### src/rtl/alu_pkg.sv
// Shared datapath ALU definitions: operand widths and the resolved adder mode.
package alu_pkg;

    localparam int DATA_W  = 16;
    localparam int NIB_W   = 4;
    localparam int NUM_NIB = DATA_W / NIB_W;

    typedef enum logic [1:0] {
        ADD  = 2'd0,
        SUB  = 2'd1,
        PADD = 2'd2,
        RED  = 2'd3
    } mode_t;

    // Reduction outranks nibble mode, which outranks subtract.
    function automatic mode_t resolve_mode(input logic sub, input logic padd, input logic red);
        mode_t m;
        if (red)
            m = RED;
        else if (padd)
            m = PADD;
        else if (sub)
            m = SUB;
        else
            m = ADD;
        return m;
    endfunction

endpackage

### src/rtl/adder_16_cla_4bit.sv
// 4-bit carry-lookahead block exporting group propagate/generate for block-level lookahead.
module cla_4bit
    import alu_pkg::*;
(
    input  logic [NIB_W-1:0] a,
    input  logic [NIB_W-1:0] b,
    input  logic             cin,
    output logic [NIB_W-1:0] sum,
    output logic             pg,
    output logic             gg,
    output logic             cout
);

    logic [NIB_W-1:0] p;
    logic [NIB_W-1:0] g;
    logic [NIB_W-1:0] c;

    assign p = a ^ b;
    assign g = a & b;

    assign c[0] = cin;
    assign c[1] = g[0] | (p[0] & cin);
    assign c[2] = g[1] | (p[1] & g[0]) | (p[1] & p[0] & cin);
    assign c[3] = g[2] | (p[2] & g[1]) | (p[2] & p[1] & g[0]) | (p[2] & p[1] & p[0] & cin);

    assign pg = &p;
    assign gg = g[3] | (p[3] & g[2]) | (p[3] & p[2] & g[1]) | (p[3] & p[2] & p[1] & g[0]);

    assign sum  = p ^ c;
    assign cout = gg | (pg & cin);

endmodule

### src/rtl/adder_16.sv
// Registered 16-bit CLA add/sub with nibble-parallel and signed byte-reduction modes.
// Optional signed saturation for add/sub/padd when ADDER16_SAT_EN is defined.
module adder_16
    import alu_pkg::*;
(
    input  logic              clk,
    input  logic              rst,
    input  logic [DATA_W-1:0] a,
    input  logic [DATA_W-1:0] b,
    input  logic              padd,
    input  logic              sub,
    input  logic              red,
    output logic [DATA_W-1:0] sum,
    output logic              cout
);

    mode_t             mode;
    logic [DATA_W-1:0] b_eff;
    logic              c0;
    logic              c1;
    logic              c2;
    logic              c3;
    logic              pg0, pg1, pg2, pg3;
    logic              gg0, gg1, gg2, gg3;
    logic              co0, co1, co2, co3;
    logic [DATA_W-1:0] cla_sum;
    logic [DATA_W-1:0] red_sum;
    logic [DATA_W-1:0] res_sum;
    logic              res_cout;

    assign mode  = resolve_mode(sub, padd, red);
    assign b_eff = (mode == SUB) ? ~b : b;
    assign c0    = (mode == SUB);

    // Block-level lookahead; nibble mode isolates every nibble from its neighbour.
    always_comb begin
        c1 = 1'b0;
        c2 = 1'b0;
        c3 = 1'b0;
        if (mode != PADD) begin
            c1 = gg0 | (pg0 & c0);
            c2 = gg1 | (pg1 & gg0) | (pg1 & pg0 & c0);
            c3 = gg2 | (pg2 & gg1) | (pg2 & pg1 & gg0) | (pg2 & pg1 & pg0 & c0);
        end
    end

    cla_4bit u_cla0 (
        .a    (a[3:0]),
        .b    (b_eff[3:0]),
        .cin  (c0),
        .sum  (cla_sum[3:0]),
        .pg   (pg0),
        .gg   (gg0),
        .cout (co0)
    );

    cla_4bit u_cla1 (
        .a    (a[7:4]),
        .b    (b_eff[7:4]),
        .cin  (c1),
        .sum  (cla_sum[7:4]),
        .pg   (pg1),
        .gg   (gg1),
        .cout (co1)
    );

    cla_4bit u_cla2 (
        .a    (a[11:8]),
        .b    (b_eff[11:8]),
        .cin  (c2),
        .sum  (cla_sum[11:8]),
        .pg   (pg2),
        .gg   (gg2),
        .cout (co2)
    );

    cla_4bit u_cla3 (
        .a    (a[15:12]),
        .b    (b_eff[15:12]),
        .cin  (c3),
        .sum  (cla_sum[15:12]),
        .pg   (pg3),
        .gg   (gg3),
        .cout (co3)
    );

    // Lower block carry-outs duplicate the lookahead carries and are not needed.
    logic unused_block_carries;
    assign unused_block_carries = co0 ^ co1 ^ co2;

    // Four sign-extended bytes; range -512..508 always fits in 16 bits.
    assign red_sum = {{8{a[15]}}, a[15:8]} + {{8{a[7]}}, a[7:0]}
                   + {{8{b[15]}}, b[15:8]} + {{8{b[7]}}, b[7:0]};

    always_comb begin
        res_sum  = cla_sum;
        res_cout = co3;
        if (mode == RED) begin
            res_sum  = red_sum;
            res_cout = 1'b0;
        end
`ifdef ADDER16_SAT_EN
        else if (mode == PADD) begin
            for (int k = 0; k < NUM_NIB; k++) begin
                if ((a[k*NIB_W+3] == b_eff[k*NIB_W+3]) &&
                    (cla_sum[k*NIB_W+3] != a[k*NIB_W+3]))
                    res_sum[k*NIB_W +: NIB_W] = a[k*NIB_W+3] ? 4'h8 : 4'h7;
            end
        end
        else if ((a[15] == b_eff[15]) && (cla_sum[15] != a[15])) begin
            res_sum = a[15] ? 16'h8000 : 16'h7FFF;
        end
`endif
    end

    // Result and carry are registered; reset clears them immediately.
    always_ff @(posedge clk or posedge rst) begin
        if (rst) begin
            sum  <= '0;
            cout <= 1'b0;
        end else begin
            sum  <= res_sum;
            cout <= res_cout;
        end
    end

endmodule

### config.mk
export PLATFORM = sky130hd
export DESIGN_NAME = adder_16
export DESIGN_NICKNAME = d
export VERILOG_FILES = /design/src/rtl/alu_pkg.sv /design/src/rtl/adder_16_cla_4bit.sv /design/src/rtl/adder_16.sv
export SDC_FILE = /design/constraint.sdc
export NUM_CORES = 1
export LEC_CHECK = 0
export CORE_AREA = 2 2 72 74
export CTS_CLUSTER_DIAMETER = 30
export DETAILED_ROUTE_END_ITERATION = 8
export DIE_AREA = 0 0 74 76
export GPL_TIMING_DRIVEN = 0
export PLACE_DENSITY = 0.85
export SLEW_MARGIN = 30
export SYNTH_ARGS = -nofsm -noshare
export SYNTH_HDL_FRONTEND = slang
export SYNTH_SLANG_ARGS = --single-unit
### constraint.sdc
create_clock -name clk -period 1.3 [get_ports clk]
set_clock_uncertainty 0.05 [all_clocks]
set_input_delay 0.195 -clock clk [delete_from_list [all_inputs] [get_ports clk]]
set_output_delay 0.195 -clock clk [all_outputs]
set_load 0.005 [all_outputs]
# == Yosys cells after proc, flatten, opt, wreduce, memory -nomap -nowiden ==
# Cells that the tools add are included.
# totals
input_bits,37
n_memories,0
ram_bits,0
elab_cells,143
mem_bits_ro,0
regBits,17
latch_bits,0
# op_classes
n_addsub,3
n_eq_ne,3
n_reduce_logical,4
n_shift,0
div,0
n_mul,0
n_mux,9
magnitude_cmp,0
bitwise,122
# op_table
cell,n
$and 1x1->1,66
$or 1x1->1,43
$mux 16,2
$xor 4x4->4,8
$and 4x4->4,4
$not 16->16,1
$reduce_and 4->1,4
$add 10x8->11,1
$add 9x8->10,1
$add 8x8->9,1
$mux 1,5
$mux 2,2
$eq 2x1->1 const B,1
$eq 2x2->1 const B,1
$ne 2x2->1 const B,1

# == Logic depth before layout (Yosys ltp) ==
# depth
word_depth,19
ltp_mapped,15
ltp_nobuf,12

# == Cells and area by module ==
# Synthesis repeated with hierarchy kept, for this count alone.
# unflattened
cells_unflattened,272
area_unflattened_um2,2462.4
# modules_own_cells
module,cells_each,n_inst,area_each_um2
adder_16,184,1,1731.7
cla_4bit,22,4,182.7

# == Worst setup path before layout ==
# OpenSTA, ideal clock, no wires.
# synth_timing
kind,input -> register
start,input port red
end,register sum[13]
t_arrival_ns,3.177
slack_ns,-2.060
setup_ns,0.133
required_ns,1.117
n_path_buf,3
cell_stages,13
cell_sequence,clkbuf_1 nor3b_1 buf_1 buf_2 xnor2_1 ha_1 a21o_1 a21o_1 a21o_1 a221o_2 fa_1 xnor2_1 o21ai_1
# synth_via
elab_chain_cells,17
word_cells_on_any_way,53
classes_between,eq/ne: 3; mux: 4; bitwise: 43; reduce/logical: 3
# synth_lines
element,line,text
start: declaration,adder_16.sv:12,"input logic red,"
$mux 2 (*),alu_pkg.sv:18,if (red)
$eq 2x1->1,"adder_16.sv:32, adder_16.sv:33",
$mux 16,adder_16.sv:32,assign b_eff = (mode == SUB) ? ~b : b;
$xor 4x4->4 or $and 4x4->4 (tied branches),"adder_16_cla_4bit.sv:18, adder_16_cla_4bit.sv:19",
$and 1x1->1,adder_16_cla_4bit.sv:27,assign gg = g[3] | (p[3] & g[2]) | (p[3] & p[2] & g[1]) | (p[3] & p[2] & p[1] & g[0]);
$or 1x1->1 or $and 1x1->1 (tied branches) (2 in a row),adder_16_cla_4bit.sv:27,
$or 1x1->1,adder_16_cla_4bit.sv:27,
$and 1x1->1,adder_16.sv:43,c3 = gg2 | (pg2 & gg1) | (pg2 & pg1 & gg0) | (pg2 & pg1 & pg0 & c0);
$or 1x1->1 (3 in a row),adder_16.sv:43,
$mux 1,adder_16.sv:40,if (mode != PADD) begin
$and 1x1->1,adder_16_cla_4bit.sv:22,assign c[1] = g[0] | (p[0] & cin);
$or 1x1->1,adder_16_cla_4bit.sv:22,
$xor 4x4->4,adder_16_cla_4bit.sv:29,assign sum = p ^ c;
$mux 16 (*),adder_16.sv:98,if (mode == RED) begin
net res_sum[13],adder_16.sv:28,logic [DATA_W-1:0] res_sum;
end signal: assignment,adder_16.sv:122,sum <= res_sum;
end: declaration,adder_16.sv:13,"output logic [DATA_W-1:0] sum,"
# The timed path passes the listed nets; every way through them passes the cells marked *.

# == Worst setup path after layout ==
# layout_timing
start,input port red
end,register sum[9]
# layout_via
elab_chain_cells,16
word_cells_on_any_way,39
classes_between,eq/ne: 3; mux: 4; bitwise: 30; reduce/logical: 2
# layout_lines
element,line,text
$mux 2 (*),alu_pkg.sv:18,
$eq 2x1->1,"adder_16.sv:32, adder_16.sv:33",
$mux 16,adder_16.sv:32,
$xor 4x4->4 or $and 4x4->4 (tied branches),"adder_16_cla_4bit.sv:18, adder_16_cla_4bit.sv:19",
$and 1x1->1,adder_16_cla_4bit.sv:27,
$or 1x1->1 or $and 1x1->1 (tied branches) (2 in a row),adder_16_cla_4bit.sv:27,
$or 1x1->1,adder_16_cla_4bit.sv:27,
$and 1x1->1,adder_16.sv:42,c2 = gg1 | (pg1 & gg0) | (pg1 & pg0 & c0);
$or 1x1->1 (2 in a row),adder_16.sv:42,
$mux 1,adder_16.sv:40,
$and 1x1->1,adder_16_cla_4bit.sv:22,
$or 1x1->1,adder_16_cla_4bit.sv:22,
$xor 4x4->4,adder_16_cla_4bit.sv:29,
$mux 16 (*),adder_16.sv:98,
net res_sum[9],adder_16.sv:28,
# Marked as above.

==> metrics.md <==
| Metric | Value |
|---|---|
| Static Leakage | `1.91 nW` |
| Share of the cycle needed by the critical path after routing | `229%` |
| Setup Crit Path Kind | `in -> reg` |
| Starting Density | `a little under half` |
| Count of final hold-check violations | `0` |
| H-tree levels | `1` |
| Kind of cell adding the most delay to the critical path | `buffers and inverters` |
| Vias per std cell | `roughly 5.8` |
| Final core utilization | `78.7%` |
| Tightest hold margin | `~0.26 ns` |
| Register bit count reported by yosys | `17` |
| Mapped cell area | `2350 µm²` |
| DRC Markers | `0` |
| Biggest fanout along the worst timing path | `4` |
| Hold Crit Class | `in -> async` |
| Source of the critical timing path | `red` |
| Setup WS post-layout | `-1.68 ns` |
| Clock tree from TritonCTS | `yes` |
| Total power consumption of the routed design | `approximately 4.5 mW` |
| Final Wtd Congestion | `0.864` |
| Leading post-synthesis cells by cell area | `sky130_fd_sc_hd__dfrtp_1, sky130_fd_sc_hd__fa_1, sky130_fd_sc_hd__ha_1` |
| Ports | `54` |
| Non-Filler Cell Area, Final | `~3900 µm²` |
| Estimated wirelength of the detail-placed design | `roughly 4.5 mm` |
| Post-Synthesis Cells | `263` |
| Overall routing resource usage | `about a quarter` |
| Share of the yosys chip area belonging to registers | `between 10% and 20%` |
| Worst relative slew slack | `58.8%` |
| Cell taking the most area after synthesis | `sky130_fd_sc_hd__dfrtp_1` |
| Row count | `26` |
| Type of element launching the critical path | `input port` |
| P per Cell Area | `around 1200 nW/µm²` |
| Vias in the first global route | `between 2000 and 2500` |
| Average footprint of a synthesized cell | `approximately 8.9 µm²` |
| Net count after synthesis | `approximately 350` |
| Synth Warn # | `0` |
| Maximum buffer depth of the clock tree | `2` |
| Placeable Area | `just under 5000 µm²` |
| Area after DPL | `roughly 3200 µm²` |
| Failing checks | `negative setup slack` |
| Critical path cell sequence | `buf_12 > clkbuf_16 > nor3b_4 > buf_6 > buf_4 > xnor2_1 > ha_1 > buf_4 > nand4_1 > a31oi_4 > or2_1 > inv_2 > fa_2 > xor2_2 > o21ai_1 > a211o_1` |
| Detailed-route wire length per cell | `about 19 µm` |
| Maximum number of pins on one net before global-route repair | `18` |
| Highest cell delay on the worst timing path | `0.36 ns` |
| Capturing instance or port of the critical path | `sum[9]$_DFF_PP0_` |
| Antenna violations before repair | `0` |
| Fraction of layout cells with a size suffix above 1 | `between 40% and 50%` |
| Endpoint kind of the worst setup timing path | `register` |
| Most common library cells after synthesis | `sky130_fd_sc_hd__inv_1, sky130_fd_sc_hd__ha_1, sky130_fd_sc_hd__fa_1, sky130_fd_sc_hd__xnor2_1, sky130_fd_sc_hd__dfrtp_1` |
| Number of violations reported at the end of detailed-routing iteration 0 | `290` |
| # setup viols final | `16` |
| Required time of the critical path | `1.37 ns` |
| Number of distinct library cell variants in the gate-level netlist after synthesis | `46` |
| EDFF count, synth | `0` |
| WP buf/inv | `6` |
| # diodes | `0` |
| Status | `finished, violations left` |
| Synth-to-layout area growth | `64.5%` |
| Total number of nets in the final design | `around 450` |
| Number of max-cap violations | `0` |
| Highest-delay cell along the critical path | `sky130_fd_sc_hd__fa_2` |
| Setup_tns | `-21.49 ns` |
| CTS Root Buffer Type | `sky130_fd_sc_hd__clkbuf_8` |
| Worst-Margin Slew | `a little over 0.6 ns` |
| Number of iterations in the first detailed-routing pass | `5` |
| Clock slew at reported path FFs | `0.06 ns` |
| Most used DFF post-synth | `sky130_fd_sc_hd__dfrtp_1` |
| Share of synthesized flip-flops with an asynchronous set or reset | `100%` |
| Clock buffer count from CTS | `3` |
| Highest Clock Rate | `335 MHz` |
| Width of the die | `about 74 µm` |
| Post-detailed-route count of antenna-violating nets | `0` |
| Yosys top cell area share | `between 10% and 20%` |
| CTS sink cnt | `17` |
| Die height | `between 70 and 80 µm` |
| Total vias in the final route | `2548` |
| Critical path data arrival time | `~3.1 ns` |
| RSZ-0062 raised after global routing | `yes` |
| Die outline area | `5620 µm²` |
| Number of pins with negative max-slew slack in the final report | `0` |
| Most common cell in the synthesized netlist | `sky130_fd_sc_hd__inv_1` |
| Port-buffer cells | `53` |
| Global-route wire length before repair | `around 11 mm` |
| Overflow left after global routing | `0` |
| Crit path top cell by count | `sky130_fd_sc_hd__buf_4` |
| Count of cell instances traversed by the critical path | `16` |
| Wire length reported by the detailed router | `8.17 mm` |
| Worst voltage drop across the vdd grid | `a little over 0.8 mV` |
| Fin crit period | `between 2 and 3 ns` |
sequential cells by signal, indices dropped and copies added (netlist names):
signal and flops:
sum 16, cout 1
worst min-delay path by stage:
stage / from / to / slack [ns] / depth (start not counted)
2_1_floorplan: rst / cout$_DFF_PP0_ / 0.07 / 1
3_3_place_gp: rst / sum[11]$_DFF_PP0_ / 0.52 / 2
3_5_place_dp: rst / sum[11]$_DFF_PP0_ / 0.53 / 2
4_1_cts: a[0] / sum[0]$_DFF_PP0_ / 0.25 / 3
5_1_grt: a[0] / sum[0]$_DFF_PP0_ / 0.31 / 3
6_report: rst / sum[11]$_DFF_PP0_ / 0.26 / 2
layer usage:
metal	vias to the layer above	wire, µm	GRT usage, %
li1	1084	-	-
met1	1213	2980	32.9
met2	198	4020	46.0
met3	53	720	1.98
met4	0	451	7.82
met5	-	0	0
report_power, final:
| group | internal [mW] | total [mW] | switching, mW |
|---|---|---|---|
| Clock | 0.217 | 0.368 | 0.151 |
| Sequential | 0.739 | 0.775 | 0.0363 |
| Combinational | 1.73 | 3.41 | 1.68 |
| Total | 2.68 | 4.55 | 1.87 |
stage by stage:
step                setup slack, ns  instances
finish                        -1.68        438
global route                  -1.69        438
CTS                           -1.57        422
detailed placement            -2.54        386
global placement              -2.50        386
floorplan                     -1.63        263
repair_timing:
| item | 4_1_cts | 5_1_grt |
|---|---|---|
| hold buffers | 0 | 0 |
| endpoints found under the setup margin | 23 | 27 |
| setup buffers | 33 | 17 |
| pin swaps | 60 | 48 |
| gates resized for setup | 144 | 57 |
cell families (layout without fill, tap and decap cells):
group           after synthesis  after routing  share of synthesized area (%)
flops                        17             17                           18.1
compound gates               57             57                           16.9
mux                           4              4                           1.70
xor+xnor                     30             30                           11.2
simple gates                 48             48                           11.4
buf+inv                      61            166                           9.80
fa+ha+maj                    46             46                           30.9
cell type report:
class	count	area [µm²]
flip-flops and latches	17	425
clock buffers	4	45.0
well taps	70	87.6
repair buffers	101	912
inverters	56	233
fillers	278	1050
plain buffers	5	63.8
multi-input cells	185	2100
cells in the final DEF, fill, tap and decap left out, types with 11 or more instances in the layout:
| cell type | netlist | routed |
|---|---|---|
| sky130_fd_sc_hd__inv_2 | 0 | 27 |
| sky130_fd_sc_hd__inv_1 | 56 | 26 |
| sky130_fd_sc_hd__fa_1 | 20 | 11 |
| sky130_fd_sc_hd__xnor2_1 | 20 | 13 |
| sky130_fd_sc_hd__buf_4 | 0 | 43 |
| sky130_fd_sc_hd__nand2_1 | 13 | 11 |
| sky130_fd_sc_hd__dfrtp_1 | 17 | 17 |
| sky130_fd_sc_hd__ha_1 | 26 | 16 |
| sky130_fd_sc_hd__dlymetal6s2s_1 | 0 | 12 |
No activity file was read; power rests on OpenSTA's default activity.
